--- config.mk ---
export PLATFORM = sky130hd
export DESIGN_NAME = commit_ras_restore_flat
export DESIGN_NICKNAME = d
export VERILOG_FILES = /design/src/rtl/commit_ras_restore_if.sv /design/src/rtl/commit_ras_restore.sv /design/src/flat_wrapper.sv
export SDC_FILE = /design/constraint.sdc
export NUM_CORES = 1
export LEC_CHECK = 0
export BUFFER_PORTS_ARGS = -buffer_cell sky130_fd_sc_hd__buf_2
export CORE_MARGIN = 8
export CORE_UTILIZATION = 40
export CTS_CLUSTER_SIZE = 24
export DETAILED_ROUTE_END_ITERATION = 16
export GPL_TIMING_DRIVEN = 0
export PLACE_DENSITY = 0.55
export SLEW_MARGIN = 20
export SYNTH_ARGS = -nofsm -noshare
export SYNTH_HDL_FRONTEND = slang
export SYNTH_SLANG_ARGS = --single-unit
--- constraint.sdc ---
create_clock -name clk -period 9.1 [get_ports clk]
set_clock_uncertainty 0.05 [all_clocks]
set_input_delay 2.275 -clock clk [delete_from_list [all_inputs] [get_ports clk]]
set_output_delay 2.275 -clock clk [all_outputs]
set_load 0.05 [all_outputs]
--- src/rtl/commit_ras_restore_if.sv ---
// Opcode type plus the commit/restore bundle shared by commit_ras_restore and its frontend peer.
// The slave modport is the commit-side RAS; master is the ROB/frontend side.
package commit_ras_pkg;
  typedef enum logic [6:0] {
    OP_LOAD   = 7'b0000011,
    OP_IMM    = 7'b0010011,
    OP_AUIPC  = 7'b0010111,
    OP_STORE  = 7'b0100011,
    OP_REG    = 7'b0110011,
    OP_LUI    = 7'b0110111,
    OP_BRANCH = 7'b1100011,
    OP_JALR   = 7'b1100111,
    OP_JAL    = 7'b1101111,
    OP_SYSTEM = 7'b1110011
  } rv32i_op_t;
endpackage

interface commit_ras_if #(
  parameter int PTR_WIDTH = 5
);
  logic                          commit_valid;
  logic                          commit_ready;
  commit_ras_pkg::rv32i_op_t     commit_opcode;
  logic [4:0]                    commit_rd;
  logic [4:0]                    commit_rs1;
  logic [31:0]                   commit_link;
  logic                          flush_req;
  logic                          restore_valid;
  logic                          restore_ready;
  logic [PTR_WIDTH-1:0]          restore_idx;
  logic [31:0]                   restore_data;
  logic                          restore_done;
  logic [PTR_WIDTH-1:0]          restore_ptr;
  logic                          busy;

  modport slave (
    input  commit_valid, commit_opcode, commit_rd, commit_rs1, commit_link,
    input  flush_req, restore_ready,
    output commit_ready, restore_valid, restore_idx, restore_data,
    output restore_done, restore_ptr, busy
  );

  modport master (
    output commit_valid, commit_opcode, commit_rd, commit_rs1, commit_link,
    output flush_req, restore_ready,
    input  commit_ready, restore_valid, restore_idx, restore_data,
    input  restore_done, restore_ptr, busy
  );
endinterface

--- src/rtl/commit_ras_restore.sv ---
// Commit-side return address stack that replays its contents into the frontend RAS on a flush.
// Define COMMIT_RAS_WRAP_EN for a circular stack that overwrites the oldest entry when full.
module commit_ras_restore #(
  parameter int DEPTH = 32
) (
  input  logic          clk,
  input  logic          rst_n,
  commit_ras_if.slave   bus
);
  import commit_ras_pkg::*;

  localparam int PTR_WIDTH = $clog2(DEPTH);
  localparam logic [PTR_WIDTH-1:0] ONE      = PTR_WIDTH'(1);
  localparam logic [PTR_WIDTH-1:0] ZERO     = PTR_WIDTH'(0);
  localparam logic [PTR_WIDTH-1:0] FULL_CNT = PTR_WIDTH'(DEPTH - 1);

  typedef enum logic [1:0] {
    ST_IDLE    = 2'd0,
    ST_RESTORE = 2'd1,
    ST_DONE    = 2'd2
  } state_t;

  state_t               state_q, state_d;
  logic [PTR_WIDTH-1:0] ptr_q, ptr_d;
  logic [PTR_WIDTH-1:0] snap_q, snap_d;
  logic [PTR_WIDTH-1:0] idx_q, idx_d;
  logic [PTR_WIDTH-1:0] rptr_q, rptr_d;
  logic                 done_q, done_d;
  logic [PTR_WIDTH-1:0] base_s, base_nxt_s;
  logic [PTR_WIDTH-1:0] count_s, count_post_s;
  logic                 fire_s, push_s, pop_s, wr_en_s;
  logic [31:0]          stack_q [DEPTH];

  function automatic logic is_link(input logic [4:0] r);
    return (r == 5'd1) || (r == 5'd5);
  endfunction

`ifdef COMMIT_RAS_WRAP_EN
  logic [PTR_WIDTH-1:0] base_q, base_d;
  assign base_s     = base_q;
  assign base_nxt_s = base_d;
`else
  assign base_s     = ZERO;
  assign base_nxt_s = ZERO;
`endif

  assign fire_s  = bus.commit_valid && (state_q == ST_IDLE);
  assign push_s  = fire_s && ((bus.commit_opcode == OP_JAL) || (bus.commit_opcode == OP_JALR))
                   && is_link(bus.commit_rd);
  assign pop_s   = fire_s && (bus.commit_opcode == OP_JALR) && !is_link(bus.commit_rd)
                   && is_link(bus.commit_rs1);
  assign count_s = ptr_q - base_s;
  assign count_post_s = ptr_d - base_nxt_s;

  // Retired call/return pointer update; a flush in the same cycle sees the result.
  always_comb begin
    ptr_d   = ptr_q;
    wr_en_s = 1'b0;
`ifdef COMMIT_RAS_WRAP_EN
    base_d  = base_q;
`endif
    if (push_s) begin
      if (count_s != FULL_CNT) begin
        ptr_d   = ptr_q + ONE;
        wr_en_s = 1'b1;
      end else begin
`ifdef COMMIT_RAS_WRAP_EN
        ptr_d   = ptr_q + ONE;
        base_d  = base_q + ONE;
        wr_en_s = 1'b1;
`else
        ptr_d   = ptr_q;
`endif
      end
    end else if (pop_s) begin
      if (count_s != ZERO) begin
        ptr_d = ptr_q - ONE;
      end else begin
        ptr_d = ptr_q;
      end
    end else begin
      ptr_d = ptr_q;
    end
  end

  // Restore FSM: snapshot, stream beats, then a registered done pulse.
  always_comb begin
    state_d = state_q;
    snap_d  = snap_q;
    idx_d   = idx_q;
    done_d  = 1'b0;
    rptr_d  = ZERO;
    case (state_q)
      ST_IDLE: begin
        if (bus.flush_req) begin
          snap_d  = count_post_s;
          idx_d   = ZERO;
          state_d = (count_post_s != ZERO) ? ST_RESTORE : ST_DONE;
        end else begin
          state_d = ST_IDLE;
        end
      end
      ST_RESTORE: begin
        if (bus.flush_req) begin
          idx_d   = ZERO;
          state_d = (snap_q != ZERO) ? ST_RESTORE : ST_DONE;
        end else if (bus.restore_ready) begin
          if (idx_q == (snap_q - ONE)) begin
            idx_d   = ZERO;
            state_d = ST_DONE;
          end else begin
            idx_d   = idx_q + ONE;
          end
        end else begin
          state_d = ST_RESTORE;
        end
      end
      ST_DONE: begin
        if (bus.flush_req) begin
          idx_d   = ZERO;
          state_d = (snap_q != ZERO) ? ST_RESTORE : ST_DONE;
        end else begin
          done_d  = 1'b1;
          rptr_d  = snap_q;
          state_d = ST_IDLE;
        end
      end
      default: begin
        state_d = ST_IDLE;
      end
    endcase
  end

  // Control state and pointers.
  always_ff @(posedge clk or negedge rst_n) begin
    if (!rst_n) begin
      state_q <= ST_IDLE;
      ptr_q   <= ZERO;
      snap_q  <= ZERO;
      idx_q   <= ZERO;
      done_q  <= 1'b0;
      rptr_q  <= ZERO;
`ifdef COMMIT_RAS_WRAP_EN
      base_q  <= ZERO;
`endif
    end else begin
      state_q <= state_d;
      ptr_q   <= ptr_d;
      snap_q  <= snap_d;
      idx_q   <= idx_d;
      done_q  <= done_d;
      rptr_q  <= rptr_d;
`ifdef COMMIT_RAS_WRAP_EN
      base_q  <= base_d;
`endif
    end
  end

  // Stack storage has no reset; slots are meaningless until written.
  always_ff @(posedge clk) begin
    if (wr_en_s) begin
      stack_q[ptr_q] <= bus.commit_link;
    end
  end

  assign bus.commit_ready  = (state_q == ST_IDLE);
  assign bus.busy          = (state_q != ST_IDLE);
  assign bus.restore_valid = (state_q == ST_RESTORE);
  assign bus.restore_idx   = idx_q;
  assign bus.restore_data  = stack_q[base_s + idx_q];
  assign bus.restore_done  = done_q;
  assign bus.restore_ptr   = rptr_q;
endmodule

--- src/flat_wrapper.sv ---
// flat-port wrapper written by rule: the top's interface ports become plain ports
module commit_ras_restore_flat import commit_ras_pkg::*;
#(
  parameter int DEPTH = 32
)
  (clk, rst_n, bus_commit_valid, bus_commit_opcode, bus_commit_rd, bus_commit_rs1, bus_commit_link, bus_flush_req, bus_restore_ready, bus_commit_ready, bus_restore_valid, bus_restore_idx, bus_restore_data, bus_restore_done, bus_restore_ptr, bus_busy);
  commit_ras_if #(.PTR_WIDTH(5)) bus_i ();
  input  logic clk;
  input  logic rst_n;
  input wire logic [$bits(bus_i.commit_valid)-1:0] bus_commit_valid;
  input wire logic [$bits(bus_i.commit_opcode)-1:0] bus_commit_opcode;
  input wire logic [$bits(bus_i.commit_rd)-1:0] bus_commit_rd;
  input wire logic [$bits(bus_i.commit_rs1)-1:0] bus_commit_rs1;
  input wire logic [$bits(bus_i.commit_link)-1:0] bus_commit_link;
  input wire logic [$bits(bus_i.flush_req)-1:0] bus_flush_req;
  input wire logic [$bits(bus_i.restore_ready)-1:0] bus_restore_ready;
  output wire logic [$bits(bus_i.commit_ready)-1:0] bus_commit_ready;
  output wire logic [$bits(bus_i.restore_valid)-1:0] bus_restore_valid;
  output wire logic [$bits(bus_i.restore_idx)-1:0] bus_restore_idx;
  output wire logic [$bits(bus_i.restore_data)-1:0] bus_restore_data;
  output wire logic [$bits(bus_i.restore_done)-1:0] bus_restore_done;
  output wire logic [$bits(bus_i.restore_ptr)-1:0] bus_restore_ptr;
  output wire logic [$bits(bus_i.busy)-1:0] bus_busy;
  assign bus_i.commit_valid = bus_commit_valid;
  assign bus_i.commit_opcode = bus_commit_opcode;
  assign bus_i.commit_rd = bus_commit_rd;
  assign bus_i.commit_rs1 = bus_commit_rs1;
  assign bus_i.commit_link = bus_commit_link;
  assign bus_i.flush_req = bus_flush_req;
  assign bus_i.restore_ready = bus_restore_ready;
  assign bus_commit_ready = bus_i.commit_ready;
  assign bus_restore_valid = bus_i.restore_valid;
  assign bus_restore_idx = bus_i.restore_idx;
  assign bus_restore_data = bus_i.restore_data;
  assign bus_restore_done = bus_i.restore_done;
  assign bus_restore_ptr = bus_i.restore_ptr;
  assign bus_busy = bus_i.busy;
  commit_ras_restore #(.DEPTH(DEPTH)) u_core (.clk(clk), .rst_n(rst_n), .bus(bus_i));
endmodule
# After elaboration in Yosys (flattened, before gate mapping)
# Memory sizes are Yosys's and may differ from the RTL's.
# Cells that the tools add are included.
[totals] regBits=23 ram_bits=1024 out_inout_bits=46 n_memories=1
[classes] add_sub_neg=4 eq_ne=13 n_mux=25 n_reduce_logical=19
[memory_table] name="u_core.stack_q" depth=32 word_bits=32 read_ports=1 rd_ports_with_merged_regs=0 write_ports=1 line_no="commit_ras_restore.sv:32" text="logic [31:0] stack_q [DEPTH];"
[op_table] operator="$mux W5" n=10
[op_table] operator="$reduce_bool A5 Y1" n=3
[op_table] operator="$eq A7 B7 Y1 const B" n=2
[op_table] operator="$mux W2" n=7
[op_table] operator="$add A5 B1 Y5 const B" n=2
[op_table] operator="$eq A5 B1 Y1 const B" n=2
[op_table] operator="$eq A5 B3 Y1 const B" n=2
[op_table] operator="$pmux W5 S2" n=1
[op_table] operator="$sub A5 B1 Y5 const B" n=2
[op_table] operator="$logic_and A1 B1 Y1" n=6
[op_table] operator="$mux W1" n=6
[op_table] operator="$pmux W2 S3" n=1
[op_table] operator="$eq A5 B5 Y1" n=1
[op_table] operator="$ne A5 B5 Y1 const B" n=1
[op_table] operator="$ne A4 B3 Y1 const B" n=1
[op_table] operator="$reduce_bool A2 Y1" n=2
[op_table] operator="$logic_or A1 B1 Y1" n=3
[op_table] operator="$ne A3 B3 Y1 const B" n=1
[op_table] operator="$reduce_and A3 Y1" n=1
[op_table] operator="$eq A2 B1 Y1 const B" n=1
[op_table] operator="$eq A2 B2 Y1 const B" n=1
[op_table] operator="$logic_not A2 Y1" n=1
[op_table] operator="$ne A2 B1 Y1 const B" n=1
[op_table] operator="$reduce_and A2 Y1" n=1
[op_table] operator="2 further kinds" n=2

# Longest topological paths before layout
[logic_depth] depth_word=11 depth_mapped=9

# Worst setup path after synthesis
# No wires, ideal clock.
[synth_path] kind="input to register" startpoint="input bus_commit_rd[1]" endpoint="memory u_core.stack_q[13][0] (enable)" setup_time_ns=0.461 arrival_ns=5.517 required_ns=8.589 path_slack_ns=3.073 stages=5 n_path_buf=0 path_cell_list="nor4b_2 -> nand2_1 -> nor2_1 -> nand2_1 -> nor3_1"
[synth_between] elab_chain_cells=6 word_cells_on_any_way=7
[synth_rtl] item="from (decl)" line_no="flat_wrapper.sv:12" text="input wire logic [$bits(bus_i.commit_rd)-1:0] bus_commit_rd;"
[synth_rtl] item="$eq A5 B1 Y1 or $eq A5 B3 Y1 (tied branches)" line_no="commit_ras_restore.sv:35" text="return (r == 5'd1) || (r == 5'd5);"
[synth_rtl] item="$logic_or A1 B1 Y1 *" line_no="commit_ras_restore.sv:35"
[synth_rtl] item="$logic_and A1 B1 Y1 *" line_no="commit_ras_restore.sv:49" text="&& is_link(bus.commit_rd);"
[synth_rtl] item="$mux W1 *" line_no="commit_ras_restore.sv:62" text="if (push_s) begin"
[synth_rtl] item="$mux W1 *" line_no="commit_ras_restore.sv:161" text="if (wr_en_s) begin"
[synth_rtl] item="$mux W1 (implied by the code) *" line_no="commit_ras_restore.sv:162" text="stack_q[ptr_q] <= bus.commit_link;"
[synth_rtl] item="to (decl)" line_no="commit_ras_restore.sv:32"
# Mark *: on every way between the ends. The rest lies on a longest branch, timed or not.

# Worst setup path in the final report
[layout_path] startpoint="register u_core.idx_q[1], in the netlist u_core.bus.restore_idx[1]" endpoint="output bus_restore_data[31]"
[layout_between] elab_chain_cells=1
[layout_rtl] item="from (decl)" line_no="commit_ras_restore.sv:26" text="logic [PTR_WIDTH-1:0] idx_q, idx_d;"
[layout_rtl] item="from (signal assigned)" line_no="commit_ras_restore.sv:150" text="idx_q <= idx_d;"
[layout_rtl] item="$mem_v2 Z32 W32"
[layout_rtl] item="to (decl)" line_no="flat_wrapper.sv:20" text="output wire logic [$bits(bus_i.restore_data)-1:0] bus_restore_data;"
# Every way passes these cells.

==> tab_implementation.tex <==
\begin{tabular}{lr}
\hline
Metric & Value \\
\hline
\multicolumn{2}{l}{\textbf{Drt}} \\
\quad Detailed Route WL & 98.0 mm \\
\quad DRC violations left & 0 \\
\quad Vias after detailed routing & 18500 \\
\quad DRC marker count from the first detailed-route iteration & 1730 \\
\quad Drt via density & 5.54 \\
\quad Wire length per cell & 29.3 µm \\
\quad Remaining antenna violation count & 0 \\
\quad Detailed-routing iteration count for the pre-antenna-repair pass & 7 \\
\multicolumn{2}{l}{\textbf{Floorplanning}} \\
\quad Overall die width & 333 µm \\
\quad Die ar. & 111000 µm² \\
\quad FP Rows & 116 \\
\quad Height of the chip & 333 µm \\
\quad Core Footprint & 100000 µm² \\
\quad Number of primary I/O pins & 100 \\
\quad Initial Utilization & 40.3\% \\
\multicolumn{2}{l}{\textbf{Synth}} \\
\quad Dominant register cell in the synthesized netlist & edfxtp\_1 \\
\quad Share of async-settable or async-resettable flops after synthesis & 2.20\% \\
\quad Proportion of synthesized chip area in sequential cells & 77.8\% \\
\quad Synth Register Bits & 1047 \\
\quad Synth Cell Area & 40300 µm² \\
\quad Post-synthesis compound-gate area fraction & 0.658\% \\
\quad Number of standard cells after synthesis & 1646 \\
\quad Post-synthesis share of cell area spent on full adders, half adders and majority gates & 0.217\% \\
\quad Dominant combinational cell family by area after synthesis & multiplexers \\
\quad Number of flops mapped to enable cells by yosys & 1024 \\
\quad Synth warn & 0 \\
\quad Fraction of synthesized area in multiplexers & 18.8\% \\
\quad Simple-gate share of the synthesized area & 1.31\% \\
\quad Synth Area in XOR/XNOR & 0.196\% \\
\quad Post-Syn Area per Cell & 24.5 µm² \\
\quad Post-synthesis cell type count & 58 \\
\multicolumn{2}{l}{\textbf{STA}} \\
\quad Worst slew margin relative to its limit & 22.4\% \\
\quad Hold violation count in the final report & 0 \\
\quad Time the worst path needs with I/O delays and setup & 7.00 ns \\
\quad Hold Worst Slack & 0.529 ns \\
\quad Actual transition at the worst max-transition pin & 1.16 ns \\
\quad Peak Freq & 143 MHz \\
\quad RSZ-0062 raised after global routing & false \\
\quad Minimum setup slack in the final design & 2.10 ns \\
\quad Fin crit share & 77.0\% \\
\quad Final number of max-transition violations & 0 \\
\quad Setup-failing EPs final & 0 \\
\multicolumn{2}{l}{\textbf{Critical path}} \\
\quad Reg2reg setup slack & 5.13 ns \\
\quad Crit path kind & reg2out \\
\quad Kind of launch point of the worst setup path & flop \\
\quad Worst path required time & 6.78 ns \\
\quad Worst-path fanout max & 10 \\
\quad Arrival time worst endpoint & 4.68 ns \\
\quad CP endpoint kind & output port \\
\multicolumn{2}{l}{\textbf{Clocking}} \\
\quad Root buffer cell & clkbuf\_16 \\
\quad Clock buffers created by TritonCTS & 106 \\
\quad Level count of the clock H-tree & 3 \\
\quad Maximum root-to-sink buffer count & 3 \\
\quad Number of gates resized after cts & 0 \\
\quad CTS tree & yes \\
\quad Clock-pin slew on the worst setup and hold paths & 0.06 ns \\
\quad Clock insertion delay at the later pin of the skew report & 0.67 ns \\
\quad Buffer count from post-CTS setup fixing & 0 \\
\quad Clock tree sinks & 1047 \\
\quad Hold-fix buffer count after cts & 0 \\
\multicolumn{2}{l}{\textbf{Finish}} \\
\quad Area growth syn-to-layout & 18.2\% \\
\quad Utilization after layout & 47.6\% \\
\quad \# fillers & 7998 \\
\quad Fraction of final layout cells with drive strength greater than 1 & 36.7\% \\
\quad Area occupied by multi-input gates & 8880 µm² \\
\quad Register area & 31300 µm² \\
\quad Final Net Count & 2014 \\
\quad Final non-filler cell total & 3342 \\
\quad Diode count & 0 \\
\multicolumn{2}{l}{\textbf{Status}} \\
\quad Outcome & finished, final reports clean \\
\multicolumn{2}{l}{\textbf{Global route}} \\
\quad Largest net degree at the start of global routing & 33 \\
\quad Wire length of the first global-routing pass & 141 mm \\
\quad Number of global-route vias before repair & 19700 \\
\quad All-layer global routing usage & 17.6\% \\
\quad Total congestion overflow after global routing & 0 \\
\quad Number of antenna violations at the first check in global routing & 0 \\
\multicolumn{2}{l}{\textbf{Placement}} \\
\quad Placed Instances & 3142 \\
\quad Worst slack, placed & 2.72 ns \\
\quad GP Congestion & 0.740 \\
\quad Number of port buffers & 96 \\
\quad HPWL reported at the end of detailed placement & 66.7 mm \\
\multicolumn{2}{l}{\textbf{Flow run}} \\
\quad Max-cap check violation count & 0 \\
\multicolumn{2}{l}{\textbf{Power}} \\
\quad Leakage power summed over all cells & 0.0147 µW \\
\quad Power density of the placed cells & 232 nW/µm² \\
\quad Overall power & 11100 µW \\
\quad Max rail drop VDD & 0.000148 V \\
\multicolumn{2}{l}{\textbf{Min path}} \\
\quad Path type of the worst min-delay path & reg2reg \\
\hline
\end{tabular}
-- through the flow --
stage          area, µm²  setup TNS (ns)
6_report           47600               0
5_1_grt            47600               0
4_1_cts            47600               0
3_5_place_dp       44300               0
3_3_place_gp       42500          -54.40
2_1_floorplan      40400               0
-- cell usage in the layout, fill, tap and decap left out, types with 22 or more instances in the layout --
cell / instances
clkinv_2: 24
edfxtp_1: 1024
mux4_2: 320
buf_2: 117
buf_16: 39
buf_4: 22
mux2_2: 32
clkinv_1: 31
nor2_4: 28
clkbuf_1: 52
clkbuf_16: 106
conb_1: 32
dfrtp_1: 23
-- registers in the layout (all words and copies together), names as in the netlist --
name	cells
u_core.bus.restore_done	1
u_core.bus.restore_idx	5
u_core.bus.restore_ptr	5
u_core.ptr_q	5
u_core.snap_q	5
u_core.stack_q	1024
u_core.state_q	2
-- final cells by class --
type | instances | area share (%)
clock buffer | 127 | 5.74
inverter | 13 | 0.103
buffer | 81 | 0.810
tap | 1298 | 3.41
sequential | 1047 | 65.8
clock inverter | 72 | 1.19
timing repair buffer | 168 | 4.27
multi-input combinational | 536 | 18.7
-- synth_stat cells, drive strengths merged (4+ instances only) --
master / number / area (µm²)
a21oi: 5 / 25.0
and2: 6 / 37.5
buf: 44 / 229
clkbuf: 37 / 139
dfrtp: 23 / 576
edfxtp: 1024 / 30700
ha: 7 / 87.6
inv: 13 / 48.8
mux2: 33 / 372
mux4: 320 / 7210
nand2: 17 / 63.8
nand3: 7 / 35.0
nor2: 36 / 140
nor3: 7 / 35.0
o21ai: 9 / 48.8
or3: 4 / 25.0
xnor2: 5 / 43.8
xor2: 4 / 35.0
-- where the power goes --
part	leakage, µW	switching (µW)	internal (µW)
sequential	0.00952	21.9	5320
clock	0.00162	1830	2320
combinational	0.00352	878	690
total	0.0147	2730	8320
-- critical path: stages, from the launching register on --
cell      delay (ns)
dfrtp_1         0.38
clkbuf_1        0.47
clkbuf_1        0.69
buf_1           0.93
mux4_2          0.46
mux4_2          0.55
mux2_2          0.31
buf_2           0.22
-- layer usage --
| metal | GRT usage, % | share of wire (%) |
|---|---|---|
| met1 | 22.7 | 40 |
| met2 | 31.3 | 53 |
| met3 | 2.59 | 5.0 |
| met4 | 4.04 | 1.6 |
| met5 | 0 | 0 |
-- kinds of logic (layout without fill, tap and decap cells) --
logic type / Yosys count / count (layout)
simple gates: 99 / 99
flops: 1047 / 1047
other cells: 1 / 32
xor+xnor: 9 / 9
fa+ha+maj: 7 / 7
compound gates: 36 / 36
mux: 353 / 353
buf+inv: 94 / 461
-- worst paths after layout --
path                                            from                       to  cells past startpoint
max                        u_core.bus.restore_idx[1]     bus_restore_data[31]                      7
min                                 u_core.snap_q[1]         u_core.snap_q[1]                      2
max reg2reg                        u_core.state_q[0]   u_core.stack_q[14][13]                      8
min reg2reg                         u_core.snap_q[1]         u_core.snap_q[1]                      2
max in group asynchronous                      rst_n         u_core.snap_q[3]                      1
min in group asynchronous                      rst_n  u_core.bus.restore_done                      1
Note: power is estimated with default switching activity, not from simulation.
